## src/rtl/qpsk_link_ctrl.sv

```systemverilog
// Frame-level controller for the DQPSK modem: serialises TX frames (warm-up, preamble, sync,
// payload, tail) and hunts/deserialises RX frames from the bit-sync qualified stream.
module qpsk_link_ctrl #(
   parameter int unsigned PAYLOAD_BYTES = 8,
   parameter int unsigned WARMUP_BITS   = 16,
   parameter int unsigned PREAMBLE_BITS = 32,
   parameter logic [15:0] SYNC_WORD     = 16'hF628,
   parameter int unsigned TAIL_BITS     = 4,
   parameter int unsigned RX_TIMEOUT    = 64
) (
   input  logic       clk_data,
   input  logic       rstn,
   input  logic [7:0] tx_byte,
   input  logic       tx_valid,
   output logic       tx_ready,
   output logic       tx_busy,
   output logic       tx_underrun,
   output logic       mod_rstn,
   output logic       tx_bit,
   input  logic       rx_bit,
   input  logic       rx_bit_en,
   output logic       rx_locked,
   output logic [7:0] rx_byte,
   output logic       rx_byte_valid,
   output logic       rx_frame_done,
   output logic       rx_abort
);

   typedef enum logic [2:0] {TxIdle, TxWarm, TxPre, TxSync, TxPay, TxTail} tx_state_e;
   typedef enum logic {RxHunt, RxRecv} rx_state_e;

   localparam logic [7:0]  LastByte  = 8'(PAYLOAD_BYTES - 1);
   localparam logic [7:0]  WarmLast  = 8'(WARMUP_BITS - 1);
   localparam logic [7:0]  PreLast   = 8'(PREAMBLE_BITS - 1);
   localparam logic [7:0]  TailLast  = 8'(TAIL_BITS - 1);
   localparam logic [15:0] RxTimeout = 16'(RX_TIMEOUT);

   tx_state_e   tx_st_q, tx_st_d;
   logic [7:0]  tx_cnt_q, tx_cnt_d;
   logic [7:0]  tx_sh_q, tx_sh_d;
   logic [7:0]  tx_idx_q, tx_idx_d;
   logic        tx_ready_q, tx_ready_d;
   logic        tx_busy_q, tx_busy_d;
   logic        mod_rstn_q, mod_rstn_d;
   logic        tx_bit_q, tx_bit_d;

   rx_state_e   rx_st_q, rx_st_d;
   logic [15:0] rx_sync_q, rx_sync_d;
   logic [7:0]  rx_sh_q, rx_sh_d;
   logic [2:0]  rx_bitcnt_q, rx_bitcnt_d;
   logic [7:0]  rx_bytes_q, rx_bytes_d;
   logic [15:0] rx_idle_q, rx_idle_d;
   logic        rx_locked_q, rx_locked_d;
   logic [7:0]  rx_byte_q, rx_byte_d;
   logic        rx_valid_q, rx_valid_d;
   logic        rx_done_q, rx_done_d;
   logic        rx_abort_q, rx_abort_d;

   always_comb begin
      tx_st_d  = tx_st_q;
      tx_cnt_d = tx_cnt_q;
      tx_sh_d  = tx_sh_q;
      tx_idx_d = tx_idx_q;
      unique case (tx_st_q)
         TxIdle: begin
            if (tx_valid && tx_ready_q) begin
               tx_st_d  = TxWarm;
               tx_cnt_d = 8'd0;
               tx_sh_d  = tx_byte;
               tx_idx_d = 8'd0;
            end
         end
         TxWarm: begin
            if (tx_cnt_q == WarmLast) begin
               tx_st_d  = TxPre;
               tx_cnt_d = 8'd0;
            end else begin
               tx_cnt_d = tx_cnt_q + 8'd1;
            end
         end
         TxPre: begin
            if (tx_cnt_q == PreLast) begin
               tx_st_d  = TxSync;
               tx_cnt_d = 8'd0;
            end else begin
               tx_cnt_d = tx_cnt_q + 8'd1;
            end
         end
         TxSync: begin
            if (tx_cnt_q == 8'd15) begin
               tx_st_d  = TxPay;
               tx_cnt_d = 8'd0;
            end else begin
               tx_cnt_d = tx_cnt_q + 8'd1;
            end
         end
         TxPay: begin
            if (tx_cnt_q == 8'd7) begin
               tx_cnt_d = 8'd0;
               if (tx_idx_q == LastByte) begin
                  tx_st_d = TxTail;
               end else begin
                  // Missing byte is replaced by 0x00 so the frame keeps its length
                  tx_sh_d  = tx_valid ? tx_byte : 8'h00;
                  tx_idx_d = tx_idx_q + 8'd1;
               end
            end else begin
               tx_sh_d  = {tx_sh_q[6:0], 1'b0};
               tx_cnt_d = tx_cnt_q + 8'd1;
            end
         end
         TxTail: begin
            if (tx_cnt_q == TailLast) begin
               tx_st_d  = TxIdle;
               tx_cnt_d = 8'd0;
            end else begin
               tx_cnt_d = tx_cnt_q + 8'd1;
            end
         end
         default: tx_st_d = TxIdle;
      endcase

      // Outputs are derived from the next state so they register in step with it
      tx_ready_d = (tx_st_d == TxIdle) ||
                   ((tx_st_d == TxPay) && (tx_cnt_d == 8'd7) && (tx_idx_d != LastByte));
      tx_busy_d  = (tx_st_d != TxIdle);
      mod_rstn_d = (tx_st_d != TxIdle);
      unique case (tx_st_d)
         TxPre:   tx_bit_d = ~tx_cnt_d[0];
         TxSync:  tx_bit_d = SYNC_WORD[4'd15 - tx_cnt_d[3:0]];
         TxPay:   tx_bit_d = tx_sh_d[7];
         default: tx_bit_d = 1'b0;
      endcase
   end

   always_comb begin
      rx_st_d     = rx_st_q;
      rx_sync_d   = rx_sync_q;
      rx_sh_d     = rx_sh_q;
      rx_bitcnt_d = rx_bitcnt_q;
      rx_bytes_d  = rx_bytes_q;
      rx_idle_d   = rx_idle_q;
      rx_locked_d = rx_locked_q;
      rx_byte_d   = rx_byte_q;
      rx_valid_d  = 1'b0;
      rx_done_d   = 1'b0;
      rx_abort_d  = 1'b0;
      unique case (rx_st_q)
         RxHunt: begin
            rx_idle_d = 16'd0;
            if (rx_bit_en) begin
               rx_sync_d = {rx_sync_q[14:0], rx_bit};
               if (rx_sync_d == SYNC_WORD) begin
                  rx_st_d     = RxRecv;
                  rx_locked_d = 1'b1;
                  rx_bitcnt_d = 3'd0;
                  rx_bytes_d  = 8'd0;
                  rx_sh_d     = 8'd0;
                  rx_idle_d   = 16'd1;
               end
            end
         end
         RxRecv: begin
            if (rx_bit_en) begin
               // Idle count holds cycles elapsed since the last strobe
               rx_idle_d   = 16'd1;
               rx_sh_d     = {rx_sh_q[6:0], rx_bit};
               rx_bitcnt_d = rx_bitcnt_q + 3'd1;
               if (rx_bitcnt_q == 3'd7) begin
                  rx_byte_d  = rx_sh_d;
                  rx_valid_d = 1'b1;
                  rx_bytes_d = rx_bytes_q + 8'd1;
                  if (rx_bytes_q == LastByte) begin
                     rx_done_d   = 1'b1;
                     rx_st_d     = RxHunt;
                     rx_locked_d = 1'b0;
                     rx_sync_d   = 16'd0;
                  end
               end
            end else begin
               rx_idle_d = rx_idle_q + 16'd1;
               if (rx_idle_d == RxTimeout) begin
                  rx_abort_d  = 1'b1;
                  rx_st_d     = RxHunt;
                  rx_locked_d = 1'b0;
                  rx_sync_d   = 16'd0;
                  rx_bitcnt_d = 3'd0;
               end
            end
         end
         default: rx_st_d = RxHunt;
      endcase
   end

   always_ff @(posedge clk_data or negedge rstn) begin
      if (!rstn) begin
         tx_st_q     <= TxIdle;
         tx_cnt_q    <= 8'd0;
         tx_sh_q     <= 8'd0;
         tx_idx_q    <= 8'd0;
         tx_ready_q  <= 1'b0;
         tx_busy_q   <= 1'b0;
         mod_rstn_q  <= 1'b0;
         tx_bit_q    <= 1'b0;
         rx_st_q     <= RxHunt;
         rx_sync_q   <= 16'd0;
         rx_sh_q     <= 8'd0;
         rx_bitcnt_q <= 3'd0;
         rx_bytes_q  <= 8'd0;
         rx_idle_q   <= 16'd0;
         rx_locked_q <= 1'b0;
         rx_byte_q   <= 8'd0;
         rx_valid_q  <= 1'b0;
         rx_done_q   <= 1'b0;
         rx_abort_q  <= 1'b0;
      end else begin
         tx_st_q     <= tx_st_d;
         tx_cnt_q    <= tx_cnt_d;
         tx_sh_q     <= tx_sh_d;
         tx_idx_q    <= tx_idx_d;
         tx_ready_q  <= tx_ready_d;
         tx_busy_q   <= tx_busy_d;
         mod_rstn_q  <= mod_rstn_d;
         tx_bit_q    <= tx_bit_d;
         rx_st_q     <= rx_st_d;
         rx_sync_q   <= rx_sync_d;
         rx_sh_q     <= rx_sh_d;
         rx_bitcnt_q <= rx_bitcnt_d;
         rx_bytes_q  <= rx_bytes_d;
         rx_idle_q   <= rx_idle_d;
         rx_locked_q <= rx_locked_d;
         rx_byte_q   <= rx_byte_d;
         rx_valid_q  <= rx_valid_d;
         rx_done_q   <= rx_done_d;
         rx_abort_q  <= rx_abort_d;
      end
   end

   assign tx_ready      = tx_ready_q;
   assign tx_busy       = tx_busy_q;
   assign mod_rstn      = mod_rstn_q;
   assign tx_bit        = tx_bit_q;
   // The substitution happens in the load cycle itself, so the flag follows tx_valid directly
   assign tx_underrun   = (tx_st_q == TxPay) && tx_ready_q && !tx_valid;
   assign rx_locked     = rx_locked_q;
   assign rx_byte       = rx_byte_q;
   assign rx_byte_valid = rx_valid_q;
   assign rx_frame_done = rx_done_q;
   assign rx_abort      = rx_abort_q;

endmodule
```

## config.mk

```make
export PLATFORM = sky130hd
export DESIGN_NAME = qpsk_link_ctrl
export DESIGN_NICKNAME = d
export VERILOG_FILES = /design/src/rtl/qpsk_link_ctrl.sv
export SDC_FILE = /design/constraint.sdc
export NUM_CORES = 1
export LEC_CHECK = 0
export BUFFER_PORTS_ARGS = -buffer_cell sky130_fd_sc_hd__buf_2
export CORE_MARGIN = 5
export CORE_UTILIZATION = 45
export DETAILED_ROUTE_END_ITERATION = 8
export PLACE_DENSITY = 0.69
export SYNTH_ARGS = -nofsm -noshare
export SYNTH_HDL_FRONTEND = slang
export SYNTH_SLANG_ARGS = --single-unit
```

## constraint.sdc

```tcl
create_clock -name clk_data -period 4.3 [get_ports clk_data]
set_input_delay 0 -clock clk_data [delete_from_list [all_inputs] [get_ports clk_data]]
set_output_delay 0 -clock clk_data [all_outputs]
set_load 0.02 [all_outputs]
```

==> results by group, run 1 <==
Outcome
  • Outcome: complete, no violations

Detailed routing
  • DR vias/cell: 5.69
  • Detail Route Antenna Nets: 0
  • Number of remaining DRC errors: 0
  • Highest metal layer with signal wires: met4
  • Met3 WL post-DR: 304 microns
  • Starting DRT DRC Count: 294
  • Met2 WL: 4800 microns
  • Drt wl/cell: 14.8 microns
  • Number of detailed-routing iterations run before antenna repair: 4
  • M1 WL: 4660 microns
  • Total Routed Length: 9860 microns
  • DR vias: 3788

Yosys
  • Post-synth net total: 520
  • Area fraction in compound gates after synthesis: 0.171
  • Combinational family with the most area after synthesis: simple AND/OR/NAND/NOR gates
  • Yosys warnings: 0
  • Proportion of synthesized area in mux cells: 0.00865
  • Share of Yosys cell area claimed by the top area cell type: 0.482
  • Number of unique standard cell types used by synthesis: 70
  • Post-synthesis instance total: 497
  • Fraction of the mapped netlist area in simple logic gates: 0.235
  • Cell area after technology mapping: 0.00477 sq mm
  • Post-synth ARST share: 1.00
  • Average cell area after synthesis: 9.60 sq um
  • Post-synth EDFFs: 0
  • Proportion of synthesized chip area in sequential cells: 0.482
  • Area share of xor/xnor cells in the synthesized design: 0.0422
  • Prevailing post-synth register cell: sky130_fd_sc_hd__dfrtp_1
  • Post-Synth Adder-Cell Area: 0.0262
  • Number of flip-flops and latches in the synthesized netlist: 92
  • Leading cell types by total area after synthesis: sky130_fd_sc_hd__dfrtp_1 48%, sky130_fd_sc_hd__nand2_1 6.5%, sky130_fd_sc_hd__a22o_1 3.7%
  • Yosys top cell by area: sky130_fd_sc_hd__dfrtp_1

Timing
  • Share of the cycle needed by the critical path after routing: 0.703
  • Number of setup violations in the final report: 0
  • Hold Slack: 36.6 ps
  • Unrepaired setup endpoints after global routing: no
  • Setup TNS: 0 ps
  • Rel. slew slack: 0.366
  • Slew at the pin closest to its max-slew limit: 939 ps
  • Layout Skew: 8.07 ps
  • Slew Limit Fails: 0
  • Upper clock frequency limit: 331 MHz
  • Number of hold violations in the final report: 0
  • Final Critical Period: 3020 ps

Critical path
  • Signal arrival time at the worst endpoint: 3270 ps
  • Required time of the critical path: 4540 ps
  • Highest net fanout along the worst path: 16
  • Endpoint type of the worst setup path: flop
  • Critical path startpoint category: flop
  • CP Class: flop to flop

Finish
  • Area grow syn2layout: 11.0%
  • Share of cells above drive strength 1: 0.115
  • Number of diodes: 0
  • Total Nets Final: 548
  • Non-Filler Instances: 666

Power and ir drop
  • Maximum vdd drop: 0.220 mV
  • Power density normalized to cell area: 295 mW/mm^2
  • Static Leak: 2.50 nW

Global route
  • Global-route usage over all layers: 0.162
  • Global route overflow: 0
  • First-pass GRT wire length: 17300 microns
  • Number of global-route vias before repair: 3621
  • Number of antenna violations at the first check in global routing: 0
  • Maximum number of pins on one net before global-route repair: 49

Job
  • Max-Cap Viols: 0

Floorplanning
  • Core outline area: 0.0103 sq mm
  • Y dimension of the die: 113 microns
  • Placement row count: 37
  • Effective utilization at floorplan: 0.462
  • Die X: 113 microns
  • Ports placed on the boundary: 30
  • Full die area: 0.0128 sq mm

Clock network
  • Clock root buffer master: sky130_fd_sc_hd__clkbuf_8
  • Post-CTS resize count: 0
  • Clk buf depth: 2
  • Clock-pin slew on the worst setup and hold paths: 100 ps
  • CTS tree: built
  • Hold buffer count at CTS: 9
  • Clk_lat worst skew: 350 ps
  • Num Clock Sinks: 92
  • Number of buffers added for setup after CTS: 0
  • TritonCTS buffer count: 9
  • Number of H-tree levels: 3

Place
  • Total half-perimeter wirelength after legalization and detailed placement: 6950 microns
  • Gpl congestion: 0.867
  • Count of placed standard cells including taps: 641
  • Buffers on Ports: 29

Hold path
  • Type of the worst min-delay path: input pin to flop
## critical path: stages (launching register included)
cell	delay, ps
sky130_fd_sc_hd__dfrtp_1	570
sky130_fd_sc_hd__or3b_1	520
sky130_fd_sc_hd__a21oi_2	440
sky130_fd_sc_hd__a211oi_2	160
sky130_fd_sc_hd__mux2i_1	290
sky130_fd_sc_hd__inv_1	110
sky130_fd_sc_hd__ha_1	210
sky130_fd_sc_hd__a211o_1	230
sky130_fd_sc_hd__a21oi_1	140
sky130_fd_sc_hd__o41ai_1	100
sky130_fd_sc_hd__o31a_1	160
## report_power, final
group          switching [mW]  leakage [nW]  internal, mW
Combinational          0.0309          1.20        0.0282
Sequential             0.0171          1.20         0.885
Clock                   0.322        0.0995         0.279
## cells in the final DEF, fill, tap and decap left out, types with 11 or more instances in the layout
cell                      count
sky130_fd_sc_hd__dfrtp_1     92
sky130_fd_sc_hd__nand2_1     83
sky130_fd_sc_hd__nor2_1      42
sky130_fd_sc_hd__buf_2       28
sky130_fd_sc_hd__a22o_1      20
sky130_fd_sc_hd__a21oi_1     18
sky130_fd_sc_hd__nand3_1     18
sky130_fd_sc_hd__inv_1       18
sky130_fd_sc_hd__o21ai_0     13
sky130_fd_sc_hd__nand4_1     12
sky130_fd_sc_hd__xor2_1      12
sky130_fd_sc_hd__xnor2_1     11
## final timing paths
path | from | to | slack (ps) | cells after the start
setup / recovery | tx_st_q[2]$_DFF_PN0_ | tx_bit$_DFF_PN0_ | 1280 | 10
hold / removal | tx_byte[7] | tx_sh_q[7]$_DFF_PN0_ | 40 | 4
setup reg to reg | tx_st_q[2]$_DFF_PN0_ | tx_bit$_DFF_PN0_ | 1280 | 10
hold reg to reg | tx_sh_q[7]$_DFF_PN0_ | tx_sh_q[7]$_DFF_PN0_ | 480 | 2
max in group asynchronous | rstn | rx_sh_q[6]$_DFFE_PN0P_ | 3130 | 3
min in group asynchronous | rstn | tx_idx_q[7]$_DFF_PN0_ | 180 | 2
## logic make-up after synthesis
kind of cell | count (synthesis)
AO/OA/AOI/OAI | 105
AND/OR/NAND/NOR | 223
XOR/XNOR | 23
multiplexers | 4
adder cells (fa/ha/maj) | 10
flip-flops | 92
buffers and inverters | 40
## sequential cells by signal, indices dropped and copies added, names as in the netlist
name / cells
tx_cnt_q: 8
rx_byte: 8
mod_rstn: 1
tx_idx_q: 8
rx_st_q: 1
tx_bit: 1
rx_bitcnt_q: 3
rx_sync_q: 15
rx_bytes_q: 8
rx_locked: 1
rx_sh_q: 7
rx_abort: 1
tx_st_q: 3
rx_idle_q: 16
tx_sh_q: 8
tx_ready: 1
rx_byte_valid: 1
rx_frame_done: 1
## layout make-up
type                            count  area (sq um)
Sequential cell                    92          2300
Timing Repair Buffer               39           245
Fill cell                         954          5030
Clock inverter                      7          85.1
Clock buffer                        9           124
Inverter                           18          67.6
Multi-Input combinational cell    365          2300
Tap cell                          136           170
## metrics by stage
step	area [sq um]	setup WS (ps)	utilization	power (mW)
after floorplan	4770	1660	-	0.941
after global placement	5000	1460	0.484	0.972
after detailed placement	5000	1320	0.484	0.974
after CTS	5300	1300	0.513	1.59
after global routing	5300	1060	0.513	1.65
final	5300	1280	0.513	1.56
## Yosys cell counts, drive strengths merged, types with 5 or more instances
cell     n
a21oi   19
a222oi   6
a22o    20
and2     9
and3     9
buf      8
clkbuf  14
dfrtp   92
ha      10
inv     18
nand2   83
nand2b   5
nand3   18
nand4   14
nor2    42
nor2b    5
nor3    12
o21ai   15
xnor2   11
xor2    12
## layer usage
layer  global-route usage  up-vias
li1                     -     1851
met1                0.229     1862
met2                0.256       67
met3               0.0246        8
met4               0.0545        0
met5                    0        -
Power figures use the tool's default switching activity.
==> inputs of run 2 (changes only) <==
--- a/config.mk
+++ b/config.mk
@@ -5,6 +5,7 @@
 export SDC_FILE = /design/constraint.sdc
 export NUM_CORES = 1
 export LEC_CHECK = 0
+export ABC_AREA = 1
 export BUFFER_PORTS_ARGS = -buffer_cell sky130_fd_sc_hd__buf_2
 export CORE_MARGIN = 5
 export CORE_UTILIZATION = 45
==> constraint.sdc (replaced) <==
create_clock -name clk_data -period 3 [get_ports clk_data]
set_input_delay 0 -clock clk_data [delete_from_list [all_inputs] [get_ports clk_data]]
set_output_delay 0 -clock clk_data [all_outputs]
set_load 0.02 [all_outputs]
==> run 2 against run 1 <==
First-iteration DRC count grew 45%. Combinational power grew to 7.2 times the previous value. Worst hold slack gained 15 ps. Critical path depth grew 3.
==> results by group, run 2 <==
Critical path
  • Critical path startpoint category: flop
  • Required time of the critical path: 3220 ps (-1320 ps)
  • Signal arrival time at the worst endpoint: 2810 ps (-460 ps)
  • CP Class: flop to flop
  • Endpoint type of the worst setup path: flop
  • Highest net fanout along the worst path: 8 (-8)

Power and ir drop
  • Internal: 2.22 mW (+86%)
  • Maximum vdd drop: 0.337 mV (+53%)
  • Combinational share of power: 0.138 (+0.100)
  • Switching fraction of total power: 0.279 (+0.0417)
  • Static Leak: 2.95 nW (+18%)
  • Net switching power: 857 uW (+130%)
  • Power density normalized to cell area: 519 mW/mm^2 (+76%)
  • Clock power frac: 0.374 (-0.011)
  • Reg power frac: 0.487 (-0.091)
  • Post-layout total power: 3.08 mW (+97%)

Clock network
  • Clk_lat worst skew: 340 ps (about the same)
  • CTS tree: built
  • TritonCTS buffer count: 9 (unchanged)
  • Num Clock Sinks: 92 (unchanged)
  • Post-CTS resize count: 0 (unchanged)
  • Clock root buffer master: sky130_fd_sc_hd__clkbuf_16
  • Clock-pin slew on the worst setup and hold paths: 70 ps (-30 ps)
  • Clk buf depth: 2 (unchanged)
  • Number of H-tree levels: 3 (unchanged)

Finish
  • Most flop-heavy register: rx_idle_q
  • Sequential cell area: 0.00230 sq mm (unchanged)
  • Area occupied by multi-input gates: 0.00253 sq mm (+9.7%)
  • Area grow syn2layout: 13.3%
  • Largest registers: rx_idle_q: 16 flops, rx_sync_q: 15 flops
  • Most common cell after layout, fill and taps aside: sky130_fd_sc_hd__nand2_1
  • Total Nets Final: 762 (+39%)
  • Utilization of the core after routing: 0.519 (+0.00581)
  • Final design instance area without fill: 0.00593 sq mm (+12%)
  • Number of flip-flops in the largest register: 16 (unchanged)
  • Number of diodes: 0 (unchanged)
  • Non-Filler Instances: 886 (+33%)
  • Total of fill cells in the finished design: 1097 (+15%)
  • Share of cells above drive strength 1: 0.128 (+0.0128)
  • Most frequent cells in the layout: 205 x sky130_fd_sc_hd__nand2_1, 92 x sky130_fd_sc_hd__dfrtp_1, 78 x sky130_fd_sc_hd__nand3_1

Detailed routing
  • DR vias: 4715 (+24%)
  • DR vias/cell: 5.32 (-6.4%)
  • Drt wl/cell: 13.6 microns (-7.9%)
  • Detail Route Antenna Nets: 0 (unchanged)
  • Number of detailed-routing iterations run before antenna repair: 5 (+1)
  • Total Routed Length: 12100 microns (+22%)
  • Number of remaining DRC errors: 0 (unchanged)
  • Starting DRT DRC Count: 426 (+45%)

Yosys
  • Most frequent cell after synthesis: sky130_fd_sc_hd__nand2_1
  • Prevailing post-synth register cell: sky130_fd_sc_hd__dfrtp_1
  • Post-synthesis instance total: 698 (+40%)
  • Number of unique standard cell types used by synthesis: 42 (-40%)
  • Post-Synth Adder-Cell Area: 0.0239 (-0.00230)
  • Number of flip-flops and latches in the synthesized netlist: 92 (unchanged)
  • Cell area after technology mapping: 0.00523 sq mm (+9.6%)
  • Fraction of the mapped netlist area in simple logic gates: 0.372 (+0.137)
  • Yosys top cell by area: sky130_fd_sc_hd__dfrtp_1
  • Yosys warnings: 0 (unchanged)
  • Post-synth net total: 721 (+39%)
  • Combinational family with the most area after synthesis: simple AND/OR/NAND/NOR gates
  • Proportion of synthesized chip area in sequential cells: 0.440 (-0.0423)
  • Proportion of synthesized area in mux cells: 0 (-0.00865)
  • Leading cell types by total area after synthesis: sky130_fd_sc_hd__dfrtp_1 44%, sky130_fd_sc_hd__nand2_1 15%, sky130_fd_sc_hd__nand3_1 7.5%
  • Post-synth EDFFs: 0 (unchanged)
  • Average cell area after synthesis: 7.49 sq um (-22%)
  • Area share of xor/xnor cells in the synthesized design: 0.0151 (-0.0271)
  • Area fraction in compound gates after synthesis: 0.0722 (-0.0985)
  • Post-synth ARST share: 1.00 (unchanged)
  • Share of Yosys cell area claimed by the top area cell type: 0.440 (-0.0423)
  • Most instantiated cells after synthesis: 205 x sky130_fd_sc_hd__nand2_1, 92 x sky130_fd_sc_hd__dfrtp_1, 78 x sky130_fd_sc_hd__nand3_1, 75 x sky130_fd_sc_hd__nor2_1, 73 x sky130_fd_sc_hd__inv_1

Global route
  • First-pass GRT wire length: 21300 microns (+23%)
  • Number of global-route vias before repair: 4574 (+26%)
  • Maximum number of pins on one net before global-route repair: 60 (+22%)
  • Global-route usage over all layers: 0.179 (+0.0168)
  • Number of antenna violations at the first check in global routing: 0 (unchanged)
  • Global route overflow: 0 (unchanged)

Place
  • Gpl congestion: 0.890 (+2.7%)
  • Total half-perimeter wirelength after legalization and detailed placement: 8830 microns (+27%)
  • Cell area after placement: 0.00554 sq mm (+11%)
  • Post-Place Setup Slack: 457 ps (-864 ps)
  • Count of placed standard cells including taps: 862 (+34%)
  • Buffers on Ports: 29 (unchanged)

Floorplanning
  • Ports placed on the boundary: 30 (unchanged)
  • Placement row count: 39 (+5.4%)
  • Core outline area: 0.0114 sq mm (+11%)
  • Effective utilization at floorplan: 0.458 (-0.00411)
  • Full die area: 0.0139 sq mm (+8.8%)
  • Die X: 118 microns (+4.3%)
  • Y dimension of the die: 118 microns (+4.3%)

Timing
  • Layout Skew: 5.54 ps (-2.53 ps)
  • Number of hold violations in the final report: 0 (unchanged)
  • Unrepaired setup endpoints after global routing: no
  • Slew Limit Fails: 0 (unchanged)
  • Crit path setup slack, layout: 415 ps (-863 ps)
  • Final Critical Period: 2580 ps (-437 ps)
  • Share of the cycle needed by the critical path after routing: 0.862 (+0.159)
  • Setup TNS: 0 ps (unchanged)
  • Hold Slack: 51.1 ps (+14.5 ps)
  • Slew at the pin closest to its max-slew limit: 735 ps (-204 ps)
  • Rel. slew slack: 0.510 (+0.144)
  • Number of setup violations in the final report: 0 (unchanged)
  • Upper clock frequency limit: 387 MHz (+17%)

Outcome
  • Outcome: complete, no violations

Job
  • Max-Cap Viols: 0 (unchanged)

Hold path
  • Type of the worst min-delay path: input pin to flop
## run 2: changes by cell type in the layout (fill, tap and decap cells not counted), moves of 10 or more
| cell | before | now |
|---|---|---|
| sky130_fd_sc_hd__a21oi_1 | 18 | 8 |
| sky130_fd_sc_hd__a22o_1 | 20 | 0 |
| sky130_fd_sc_hd__inv_1 | 18 | 73 |
| sky130_fd_sc_hd__nand2_1 | 83 | 205 |
| sky130_fd_sc_hd__nand3_1 | 18 | 78 |
| sky130_fd_sc_hd__nand3_2 | 0 | 10 |
| sky130_fd_sc_hd__nor2_1 | 42 | 75 |
| sky130_fd_sc_hd__xnor2_1 | 11 | 0 |
## run 2: cells by family after synthesis
| family | after synthesis |
|---|---|
| xor gates and xnor gates | 9 |
| DFF | 92 |
| and+or+nand+nor | 425 |
| AOI/OAI and AO/OA | 61 |
| buffers and inverters | 101 |
| adders and majority gates | 10 |
## run 2: worst max-delay path, stage by stage (launching register included)
cell	delay [ps]
sky130_fd_sc_hd__dfrtp_1	480
sky130_fd_sc_hd__ha_1	330
sky130_fd_sc_hd__nand3_2	160
sky130_fd_sc_hd__nor2_2	270
sky130_fd_sc_hd__nor2_1	70
sky130_fd_sc_hd__nand2_1	60
sky130_fd_sc_hd__nand2_1	60
sky130_fd_sc_hd__nor3_2	330
sky130_fd_sc_hd__inv_1	100
sky130_fd_sc_hd__ha_1	300
sky130_fd_sc_hd__inv_1	50
sky130_fd_sc_hd__nand4_1	80
sky130_fd_sc_hd__nand3_1	90
sky130_fd_sc_hd__nand3_1	70
## run 2: final cells by class
type                    instances  share of cell area
flip-flops and latches         92               0.389
clock inverters                 5              0.0103
well taps                     143              0.0302
inverters                      85              0.0538
multi-input cells             505               0.427
repair buffers                 46              0.0503
clock buffers                  10              0.0403
## run 2: power by group through the flow
stage | registers [mW] | logic (mW) | clock network (mW)
2_1_floorplan | 1.51 | 0.299 | 0
3_3_place_gp | 1.51 | 0.407 | 0
3_5_place_dp | 1.52 | 0.419 | 0
4_1_cts | 1.50 | 0.430 | 1.18
5_1_grt | 1.52 | 0.500 | 1.23
6_report | 1.50 | 0.425 | 1.15
## run 2: path summary, 6_finish.rpt
path / startpoint / end / slack (ps) / cells after the start
hold reg to reg: rx_bitcnt_q[2]$_DFFE_PN0P_ / rx_bitcnt_q[2]$_DFFE_PN0P_ / 480 / 2
min in group asynchronous: rstn / rx_bytes_q[5]$_DFFE_PN0P_ / 280 / 2
setup / recovery: tx_cnt_q[0]$_DFF_PN0_ / tx_bit$_DFF_PN0_ / 420 / 13
max in group asynchronous: rstn / tx_sh_q[2]$_DFFE_PN0P_ / 1980 / 3
hold / removal: tx_valid / tx_sh_q[6]$_DFFE_PN0P_ / 50 / 3
setup reg to reg: tx_cnt_q[0]$_DFF_PN0_ / tx_bit$_DFF_PN0_ / 420 / 13
## run 2: layer usage
metal | routed length (microns) | track usage | vias up
met5 | 0 | 0 | -
met4 | 214 | 0.0652 | 0
met3 | 468 | 0.0207 | 15
met2 | 5630 | 0.285 | 120
met1 | 5770 | 0.252 | 2221
li1 | - | - | 2359
## run 2: repair_timing
item	in CTS	in global routing
setup buffers	0	0
hold endpoints to repair	67	0
hold buffers	9	0
==> inputs of run 3 (changes only) <==
--- a/config.mk
+++ b/config.mk
@@ -7,10 +7,12 @@
 export LEC_CHECK = 0
 export ABC_AREA = 1
 export BUFFER_PORTS_ARGS = -buffer_cell sky130_fd_sc_hd__buf_2
+export CELL_PAD_IN_SITES_DETAIL_PLACEMENT = 0
+export CELL_PAD_IN_SITES_GLOBAL_PLACEMENT = 1
 export CORE_MARGIN = 5
 export CORE_UTILIZATION = 45
 export DETAILED_ROUTE_END_ITERATION = 8
-export PLACE_DENSITY = 0.69
+export PLACE_DENSITY = 0.86
 export SYNTH_ARGS = -nofsm -noshare
 export SYNTH_HDL_FRONTEND = slang
 export SYNTH_SLANG_ARGS = --single-unit
==> run 3 against run 2 <==
Fmax decreased by 3.3%. Utilization decreased by 0.11 points. Register-to-register slack got worse by 90 ps. Power increased by 0.96%. Die area unchanged. Worst hold slack improved by 1.8 ps. Critical path type unchanged. Highest routed layer unchanged.
==> results by group, run 3 (synthesized netlist as in run 2, its figures left out) <==
Outcome
  • Outcome: complete, no violations

Clock network
  • Clock root buffer master: sky130_fd_sc_hd__clkbuf_16
  • CTS tree: built
  • TritonCTS buffer count: 9 (unchanged)
  • Number of H-tree levels: 3 (unchanged)
  • Num Clock Sinks: 92 (unchanged)
  • Clk_lat worst skew: 350 ps (about the same)
  • Clk buf depth: 2 (unchanged)
  • Post-CTS resize count: 0 (unchanged)
  • Number of buffers added for setup after CTS: 0 (unchanged)
  • Clock-pin slew on the worst setup and hold paths: 70 ps (about the same)

Finish
  • Most flop-heavy register: rx_idle_q
  • Number of diodes: 0 (unchanged)
  • Share of cells above drive strength 1: 0.126 (-0.00235)
  • Final design instance area without fill: 0.00591 sq mm (-0.21%)
  • Most frequent cells in the layout: 205 x sky130_fd_sc_hd__nand2_1, 92 x sky130_fd_sc_hd__dfrtp_1, 78 x sky130_fd_sc_hd__nand3_1
  • Area grow syn2layout: 13.0%
  • Largest registers: rx_idle_q: 16 flops, rx_sync_q: 15 flops
  • Total Nets Final: 759 (-0.39%)
  • Most common cell after layout, fill and taps aside: sky130_fd_sc_hd__nand2_1
  • Number of flip-flops in the largest register: 16 (unchanged)
  • Total of fill cells in the finished design: 1118 (+1.9%)

Critical path
  • CP Class: flop to flop
  • Most used cell, CP: sky130_fd_sc_hd__nand3_1
  • Endpoint type of the worst setup path: flop
  • Required time of the critical path: 3230 ps (about the same)
  • Signal arrival time at the worst endpoint: 2900 ps (+90 ps)
  • Critical path startpoint category: flop
  • Standard cell with the maximum stage delay on the critical path: sky130_fd_sc_hd__dfrtp_1
  • Number of buffers and inverters on the critical path: 3 (+1)
  • Highest net fanout along the worst path: 8 (unchanged)
  • CP peak stage delay: 480 ps (about the same)
  • Dominant delay contributor by cell family on the critical path: simple AND/OR/NAND/NOR gates
  • Critical path, cell by cell: ha_1 -> nand3_1 -> nor2_2 -> inv_2 -> nand2_1 -> nand2_1 -> a221oi_1 -> o21a_1 -> inv_1 -> ha_1 -> inv_1 -> nand4_1 -> nand3_1 -> nand3_1

Timing
  • Share of the cycle needed by the critical path after routing: 0.891 (+0.0298)
  • Slew Limit Fails: 0 (unchanged)
  • Setup TNS: 0 ps (unchanged)
  • Slew at the pin closest to its max-slew limit: 830 ps (+95.2 ps)
  • Upper clock frequency limit: 374 MHz (-3.3%)
  • Rel. slew slack: 0.447 (-0.0635)
  • Number of hold violations in the final report: 0 (unchanged)
  • Final Critical Period: 2670 ps (+89.5 ps)
  • Layout Skew: 9.77 ps (+4.23 ps)
  • Number of setup violations in the final report: 0 (unchanged)
  • Unrepaired setup endpoints after global routing: no

Hold path
  • Type of the worst min-delay path: input pin to flop

Place
  • Buffers on Ports: 29 (unchanged)
  • Gpl congestion: 0.864 (-2.9%)
  • Cell area after placement: 0.00551 sq mm (-0.41%)
  • Total half-perimeter wirelength after legalization and detailed placement: 9020 microns (+2.0%)

Detailed routing
  • Number of detailed-routing iterations run before antenna repair: 5 (unchanged)
  • DR vias/cell: 5.28 (-0.79%)
  • Detail Route Antenna Nets: 0 (unchanged)
  • DR vias: 4667 (-1.0%)
  • Number of remaining DRC errors: 0 (unchanged)
  • Starting DRT DRC Count: 361 (-15%)
  • Total Routed Length: 12200 microns (+1.1%)
  • Drt wl/cell: 13.8 microns (+1.3%)

Floorplanning
  • Core outline area: 0.0114 sq mm (unchanged)
  • Placement row count: 39 (unchanged)
  • Die X: 118 microns (unchanged)
  • Full die area: 0.0139 sq mm (unchanged)
  • Ports placed on the boundary: 30 (unchanged)
  • Effective utilization at floorplan: 0.458 (unchanged)
  • Y dimension of the die: 118 microns (unchanged)

Power and ir drop
  • Power density normalized to cell area: 525 mW/mm^2 (+1.2%)
  • Maximum vdd drop: 0.356 mV (+5.8%)
  • Static Leak: 2.95 nW (about the same)

Global route
  • Maximum number of pins on one net before global-route repair: 64 (+6.7%)
  • Number of antenna violations at the first check in global routing: 0 (unchanged)
  • Global-route usage over all layers: 0.183 (+0.00403)
  • First-pass GRT wire length: 21300 microns (about the same)
  • Number of global-route vias before repair: 4492 (-1.8%)
  • Global route overflow: 0 (unchanged)

Job
  • Max-Cap Viols: 0 (unchanged)
run 3: timing repair:
item	in CTS	in global routing
endpoints found under the hold margin	71	0
setup endpoints to repair	0	0
hold buffers	9	0
run 3: path summary, 6_finish.rpt:
| path | startpoint | endpoint | slack [ps] | cells after the start |
|---|---|---|---|---|
| min in group asynchronous | rstn | rx_sync_q[7]$_DFFE_PN0P_ | 290 | 2 |
| setup / recovery | tx_cnt_q[0]$_DFF_PN0_ | tx_bit$_DFF_PN0_ | 330 | 14 |
| hold reg to reg | rx_locked$_DFFE_PN0P_ | rx_locked$_DFFE_PN0P_ | 470 | 2 |
| hold / removal | tx_valid | tx_sh_q[6]$_DFFE_PN0P_ | 50 | 3 |
| max in group asynchronous | rstn | tx_cnt_q[3]$_DFF_PN0_ | 1930 | 3 |
| setup reg to reg | tx_cnt_q[0]$_DFF_PN0_ | tx_bit$_DFF_PN0_ | 330 | 14 |
run 3: layer usage:
metal	vias up	GRT usage	wire, microns
li1	2358	-	-
met1	2209	0.258	5940
met2	80	0.281	5670
met3	20	0.0274	361
met4	0	0.0760	246
met5	-	0	0
run 3: layout make-up:
cell class	count	area [sq um]	share of cell area
well taps	143	179	0.0303
flip-flops and latches	92	2300	0.389
inverters	85	319	0.0540
clock inverters	6	71.3	0.0121
clock buffers	10	239	0.0404
multi-input cells	505	2530	0.427
repair buffers	43	275	0.0466
run 3: report_power, final:
group	internal, mW	switching (mW)
logic	0.162	0.266
clock network	0.677	0.501
registers	1.39	0.108
run 3: per-stage QoR:
stage               worst slack, ps   util  total power, mW  hold slack [ps]  std cells
CTS                             349  0.518             3.15             27.8        884
detailed placement              373  0.483             1.94              155        859
global route                   42.0  0.518             3.27             66.2        884
finish                          326  0.518             3.11             52.9        884
global placement                412  0.483             1.93              143        859
floorplan                       703      -             1.81             -296        698
run 3: worst register-to-register path, stage by stage, from the launching register on:
cell,delay [ps]
sky130_fd_sc_hd__dfrtp_1,480
sky130_fd_sc_hd__ha_1,320
sky130_fd_sc_hd__nand3_1,120
sky130_fd_sc_hd__nor2_2,150
sky130_fd_sc_hd__inv_2,80
sky130_fd_sc_hd__nand2_1,220
sky130_fd_sc_hd__nand2_1,80
sky130_fd_sc_hd__a221oi_1,280
sky130_fd_sc_hd__o21a_1,180
sky130_fd_sc_hd__inv_1,80
sky130_fd_sc_hd__ha_1,270
sky130_fd_sc_hd__inv_1,50
sky130_fd_sc_hd__nand4_1,80
sky130_fd_sc_hd__nand3_1,90
sky130_fd_sc_hd__nand3_1,70
